===== src/rtl/branch_ctrl_pkg.sv =====
// Shared definitions for the branch controller: state encoding, opcode
// constants and the branch target table.
package branch_ctrl_pkg;

  typedef enum logic [1:0] {
    ST_IDLE  = 2'b00,
    ST_RUN   = 2'b01,
    ST_DRAIN = 2'b10,
    ST_DONE  = 2'b11
  } state_e;

  localparam logic [3:0] OP_BR  = 4'b1111;  // conditional branch on flag
  localparam logic [3:0] OP_JMP = 4'b1110;  // unconditional jump

  // Branch destination PC for each 5-bit target-table index.
  localparam logic [9:0] TGT_LUT [0:31] = '{
    10'h000, 10'h012, 10'h025, 10'h037, 10'h04A, 10'h05C, 10'h06F, 10'h081,
    10'h094, 10'h0A6, 10'h0B9, 10'h0CB, 10'h0DE, 10'h0F0, 10'h103, 10'h115,
    10'h128, 10'h13A, 10'h14D, 10'h15F, 10'h172, 10'h184, 10'h197, 10'h1A9,
    10'h1BC, 10'h1CE, 10'h1E1, 10'h1F3, 10'h206, 10'h218, 10'h22B, 10'h3FF
  };

endpackage


===== src/rtl/branch_ctrl_lut.sv =====
// Branch target lookup: maps the instruction's 5-bit table index to a
// 10-bit destination PC. Purely combinational.
module branch_lut
  import branch_ctrl_pkg::*;
(
  input  logic [4:0] idx,
  output logic [9:0] tgt
);

  // Table read; valid in every controller state.
  always_comb begin
    tgt = TGT_LUT[idx];
  end

endmodule


===== src/rtl/branch_ctrl.sv =====
// Branch controller: program state machine (IDLE/RUN/DRAIN/DONE), compare
// flag register and branch request decode for the fetch unit.
// Optional feature: define BRANCH_TAKEN_CNT_EN to add the Taken_cnt port,
// a saturating count of taken branches.
module branch_ctrl
  import branch_ctrl_pkg::*;
(
  input  logic        CLK,
  input  logic        Init,
  input  logic        Start,
  input  logic        Halt,
  input  logic [8:0]  Instr,
  input  logic        Cmp_valid,
  input  logic        Cmp_result,
  output logic        Branch_en,
  output logic        FLAG_OUT,
  output logic [9:0]  Target,
  output logic [1:0]  ProgState,
  output logic        Done
`ifdef BRANCH_TAKEN_CNT_EN
  ,
  output logic [15:0] Taken_cnt
`endif
);

  state_e     state_r;
  state_e     next_state_s;
  logic       drain_cnt_r;   // set during the second DRAIN cycle
  logic       done_r;
  logic       flag_r;
  logic       start_acc_s;   // Start accepted this cycle (IDLE or DONE only)
  logic       branch_en_s;
  logic       flag_out_s;
  logic [3:0] opcode_s;

  assign opcode_s  = Instr[8:5];
  assign ProgState = state_r;
  assign Done      = done_r;
  assign Branch_en = branch_en_s;
  assign FLAG_OUT  = flag_out_s;

  branch_lut u_lut (
    .idx (Instr[4:0]),
    .tgt (Target)
  );

  // Next-state logic; Start only counts in IDLE/DONE, Halt only in RUN.
  always_comb begin
    next_state_s = state_r;
    start_acc_s  = 1'b0;
    case (state_r)
      ST_IDLE: begin
        if (Start) begin
          next_state_s = ST_RUN;
          start_acc_s  = 1'b1;
        end else begin
          next_state_s = ST_IDLE;
        end
      end
      ST_RUN: begin
        if (Halt) begin
          next_state_s = ST_DRAIN;
        end else begin
          next_state_s = ST_RUN;
        end
      end
      ST_DRAIN: begin
        if (drain_cnt_r) begin
          next_state_s = ST_DONE;
        end else begin
          next_state_s = ST_DRAIN;
        end
      end
      ST_DONE: begin
        if (Start) begin
          next_state_s = ST_RUN;
          start_acc_s  = 1'b1;
        end else begin
          next_state_s = ST_DONE;
        end
      end
      default: begin
        next_state_s = ST_IDLE;
      end
    endcase
  end

  // Branch request decode; the flag used is the registered (old) value.
  always_comb begin
    branch_en_s = 1'b0;
    flag_out_s  = 1'b0;
    if (state_r == ST_RUN) begin
      case (opcode_s)
        OP_BR: begin
          branch_en_s = 1'b1;
          flag_out_s  = flag_r;
        end
        OP_JMP: begin
          branch_en_s = 1'b1;
          flag_out_s  = 1'b1;
        end
        default: begin
          branch_en_s = 1'b0;
          flag_out_s  = 1'b0;
        end
      endcase
    end else begin
      branch_en_s = 1'b0;
      flag_out_s  = 1'b0;
    end
  end

  // State register, two-cycle drain timer and registered Done.
  always_ff @(posedge CLK) begin
    if (Init) begin
      state_r     <= ST_IDLE;
      drain_cnt_r <= 1'b0;
      done_r      <= 1'b0;
    end else begin
      state_r     <= next_state_s;
      drain_cnt_r <= (state_r == ST_DRAIN) && !drain_cnt_r;
      done_r      <= (next_state_s == ST_DONE);
    end
  end

  // Compare flag: captured in RUN, cleared by an accepted Start.
  always_ff @(posedge CLK) begin
    if (Init) begin
      flag_r <= 1'b0;
    end else if (start_acc_s) begin
      flag_r <= 1'b0;
    end else if ((state_r == ST_RUN) && Cmp_valid) begin
      flag_r <= Cmp_result;
    end else begin
      flag_r <= flag_r;
    end
  end

`ifdef BRANCH_TAKEN_CNT_EN
  logic [15:0] taken_cnt_r;

  assign Taken_cnt = taken_cnt_r;

  // Saturating count of cycles where the PC actually loads Target.
  always_ff @(posedge CLK) begin
    if (Init) begin
      taken_cnt_r <= 16'h0000;
    end else if (start_acc_s) begin
      taken_cnt_r <= 16'h0000;
    end else if (branch_en_s && flag_out_s && (taken_cnt_r != 16'hFFFF)) begin
      taken_cnt_r <= taken_cnt_r + 16'h0001;
    end else begin
      taken_cnt_r <= taken_cnt_r;
    end
  end
`endif

endmodule


===== config.mk =====
export PLATFORM = sky130hd
export DESIGN_NAME = branch_ctrl
export DESIGN_NICKNAME = d
export VERILOG_FILES = /design/src/rtl/branch_ctrl_pkg.sv /design/src/rtl/branch_ctrl_lut.sv /design/src/rtl/branch_ctrl.sv
export SDC_FILE = /design/constraint.sdc
export NUM_CORES = 1
export LEC_CHECK = 0
export ABC_AREA = 1
export CORE_MARGIN = 4
export CORE_UTILIZATION = 45
export DETAILED_ROUTE_END_ITERATION = 6
export PLACE_DENSITY = 0.82
export SETUP_SLACK_MARGIN = 0.3
export SLEW_MARGIN = 20
export SYNTH_ARGS = -nofsm -noshare
export SYNTH_HDL_FRONTEND = slang
export SYNTH_SLANG_ARGS = --single-unit

===== constraint.sdc =====
create_clock -name CLK -period 2.9 [get_ports CLK]
set_input_delay 0.725 -clock CLK [delete_from_list [all_inputs] [get_ports CLK]]
set_output_delay 0.725 -clock CLK [all_outputs]
set_load 0.02 [all_outputs]

==> metrics.sh <==
RUN_STATUS='finished clean'
REPORT.FINAL.SETUP_VIOL=0
CTS_TREE='built'
CRIT_SLOWEST_CELL='sky130_fd_sc_hd__clkdlybuf4s50_1'
SYNTH_TOP_AREA_SHARE=0.200
TIMING.MAX_CAP.VIOLATIONS=0
ROUTEDWLPERCELL_UM=11.8
STARTPOINT='Instr[4]'
CLOCK_BUFFER_COUNT_FROM_CTS=3
DP_HPWL_MM=1.79
GRT.TOTAL_USAGE=0.184
CRIT_END_ELEMENT='output pin'
CORE_AREA_UM2=1580
IO_BUFFERS=29
FINAL_PERIOD_MINUS_WORST_SETUP_SLACK_PS=2520
POSTSYNTHNETCOUNT=157
DESIGN.DIE.AREA_UM2=2490
FLOORPLAN.IO_PINS=30
FIN_WORST_SKEW_PS=11.4
ROUTED_WIRELENGTH_MM=2.23
CRITICAL_PATH.TOP_DELAY_FAMILY='buffers and inverters'
SYNTH_ENABLE_FLOP_CELLS=0
HOLD_PATH_CLASS='flop to flop'
WORST_IR_DROP_VDD_mV=0.174
FIRST_ITER_VIOLATIONS=12
DIE_H_UM=49.9
CTS_POST_SETUP_BUFFERS_INSERTED=0
DRC=0
POST_SYNTH_INSTANCE_AREA_UM2=790
FINAL_LAYOUT_NET_COUNT=201
LAYOUT.CELL_AREA.NON_FILLER_UM2=1180
POSTSYNTH.TOPFLOPCELL='sky130_fd_sc_hd__dfxtp_1'
CRITICAL_PATH.STARTPOINT_TYPE='primary input'
POWER.STATIC_LEAKAGE_nW=0.667
CP.ARRIVAL_PS=1790
CLOCK-SINKS=5
YS_TOP_CELLS_BY_AREA='sky130_fd_sc_hd__nand2_1, sky130_fd_sc_hd__ha_1, sky130_fd_sc_hd__dfxtp_1, sky130_fd_sc_hd__inv_1, sky130_fd_sc_hd__nand3_1'
WORSTPATHREQUIRED_PS=2170
STARTING_UTILIZATION_OF_THE_CORE_AREA=0.501
FIN_TNS_SETUP_PS=0
PERIOD_SHARE=0.867
SYNTH_AREA_LEADER_CELL='sky130_fd_sc_hd__nand2_1'
INSERTION_DELAY_PS=260
POWER-PER-CELL-AREA_nW_PER_UM2=280
CLKTRANSATPATHREGS_PS=50
SYNTHESIS.AREA_PER_INSTANCE_UM2=6.07
CTS_MAX_PATH_BUFFERS=2
MAX_FREQ_GHz=0.398
REGTOREGSTARTPOINT='ProgState[0]$_SDFF_PP0_'
FINAL_LAYOUT_SIZE_SUFFIX_GT1_FRAC=0.272
NUMBER_OF_STORAGE_ELEMENTS_IN_THE_SYNTHESIS_NETLIST=5
FLOW.AREA_GROWTH_FROM_SYNTHESIS_PCT=49.9
CP_NUM_BUF_INV=3
REPORT.FINAL.SLEW_VIOL_COUNT=0
PLACEMENTROWS=14
GP_CONGESTION=0.830
MAXIMUM_NUMBER_OF_PINS_ON_ONE_NET_BEFORE_GLOBAL_ROUTE_REPAIR=11
PLACED_CELL_AREA_UM2=1170
POST_SYNTH_MOST_FREQUENT_CELLS='sky130_fd_sc_hd__nand2_1, sky130_fd_sc_hd__inv_1, sky130_fd_sc_hd__nand3_1'
TIMING.CRITICAL_PATH.SLOWEST_CELL_DELAY_PS=510
MAXSLEWHEADROOM=0.855
DIE_WIDTH_UM=49.9
YOSYS.CELL_TYPES.COUNT=20
WORST_HOLD_STARTPOINT='drain_cnt_r$_SDFF_PP0_'
NUMBER_OF_GLOBAL_ROUTE_VIAS_BEFORE_REPAIR=874
INITIAL_ANTENNA_VIOLATION_COUNT=0
OVERFLOW=0
SYNTHESIS.YOSYS.WARNINGS=0
GRT_PASS1_WL_MM=3.57
CTS_ROOT_CELL='sky130_fd_sc_hd__clkbuf_4'
POST_SYNTHESIS_INSTANCE_TOTAL=130
DRT_PASS1_ITERATIONS=4
NUM_ANTENNA_CELLS=0
H-TREE-DEPTH=1
WORST_PATH_MAXIMUM_FANOUT=3
PATH_CLASS='primary input to output pin'
DETAIL_ROUTE.VIAS_PER_CELL=5.08
PATH_CELLS='clkdlybuf4s50_1 > inv_2 > nor3_2 > dlygate4sd2_1'
ANT_NETS=0
SETUP_REPAIR_AFTER_GLOBAL_ROUTING_MISSED_ITS_MARGIN='no'
ASYNC_RESET_FF_FRAC=0
HOLD_VIOL=0
NUM_VIAS=960
YOSYS.CELL_COUNT.TOP_TYPE='sky130_fd_sc_hd__nand2_1'
TIGHTEST_SLEW_PS=217
SEQUENTIAL_FRACTION_OF_THE_SYNTHESIS_AREA=0.127
[where the power goes]
part	switching (W)	internal [W]
registers	0.00000257	0.0000712
logic	0.0000926	0.0000772
clock network	0.0000352	0.0000524
[cell type report]
type	instances	area [um^2]
clock buffers	4	26.3
multi-input cells	98	573
inverters	23	86.3
flip-flops and latches	5	100
fillers	138	393
repair buffers	43	378
well taps	16	20.0
[layer usage]
layer  wire length (um)  track usage
met1                814        0.169
met2               1210        0.372
met3                168       0.0361
met4                 36       0.0876
met5                  0            0
[path summary, 6_finish.rpt]
kind / to / slack (ps) / depth (start not counted)
hold / removal: drain_cnt_r$_SDFF_PP0_ / 420 / 1
setup / recovery: Target[9] / 380 / 4
setup reg to reg: ProgState[0]$_SDFF_PP0_ / 1690 / 6
hold reg to reg: drain_cnt_r$_SDFF_PP0_ / 420 / 1
[cells in the final DEF (no fill, tap or decap)]
master,n
sky130_fd_sc_hd__nand2_1,41
sky130_fd_sc_hd__inv_1,17
sky130_fd_sc_hd__nand3_1,15
sky130_fd_sc_hd__clkdlybuf4s50_1,14
sky130_fd_sc_hd__ha_1,11
sky130_fd_sc_hd__buf_4,11
sky130_fd_sc_hd__nand2_2,8
sky130_fd_sc_hd__inv_2,6
sky130_fd_sc_hd__dfxtp_1,5
sky130_fd_sc_hd__o21ai_1,5
sky130_fd_sc_hd__buf_2,5
sky130_fd_sc_hd__buf_6,5
sky130_fd_sc_hd__nor2_1,4
sky130_fd_sc_hd__o21ai_0,3
sky130_fd_sc_hd__a21oi_1,3
sky130_fd_sc_hd__clkbuf_4,3
sky130_fd_sc_hd__clkbuf_2,3
sky130_fd_sc_hd__dlygate4sd2_1,3
sky130_fd_sc_hd__nand3_2,2
sky130_fd_sc_hd__nand2_4,1
sky130_fd_sc_hd__nor3_2,1
sky130_fd_sc_hd__o21a_1,1
sky130_fd_sc_hd__nor3_1,1
sky130_fd_sc_hd__o211ai_1,1
sky130_fd_sc_hd__ha_4,1
sky130_fd_sc_hd__clkbuf_1,1
sky130_fd_sc_hd__dlymetal6s2s_1,1
sky130_fd_sc_hd__buf_12,1
[kinds of logic (layout without fill, tap and decap cells)]
family          count (synthesis)  in the layout  share of synthesized area
compound gates                 13             13                     0.0888
fa+ha+maj                      12             12                      0.190
buf+inv                        27             70                      0.166
flops                           5              5                      0.127
simple gates                   73             73                      0.428
[worst reg2reg max path: stages (launching register included)]
cell	delay, ps
sky130_fd_sc_hd__dfxtp_1	410
sky130_fd_sc_hd__inv_1	90
sky130_fd_sc_hd__ha_1	240
sky130_fd_sc_hd__nor2_1	110
sky130_fd_sc_hd__o211ai_1	110
sky130_fd_sc_hd__nand2_1	100
sky130_fd_sc_hd__nor2_1	40
[through the flow]
step	power [W]	utilization	std cells	setup slack [ps]	hold WS (ps)
6_report	0.000331	0.751	189	385	419
5_1_grt	0.000360	0.751	189	337	454
4_1_cts	0.000328	0.740	189	308	425
3_5_place_dp	0.000249	0.744	185	-424	417
3_3_place_gp	0.000243	0.744	185	-377	414
2_1_floorplan	0.000169	-	130	621	398
[timing repair]
action | in CTS | in global routing
gates resized for setup | 44 | 15
hold endpoints to repair | 0 | 0
pin swaps | 0 | 1
endpoints found under the setup margin | 12 | 8
hold buffers | 0 | 0
[flip-flops by register name (all words and copies together), names as in the netlist]
register,cells
flag_r,1
Done,1
drain_cnt_r,1
ProgState,2
(Power assumes the default switching activity.)
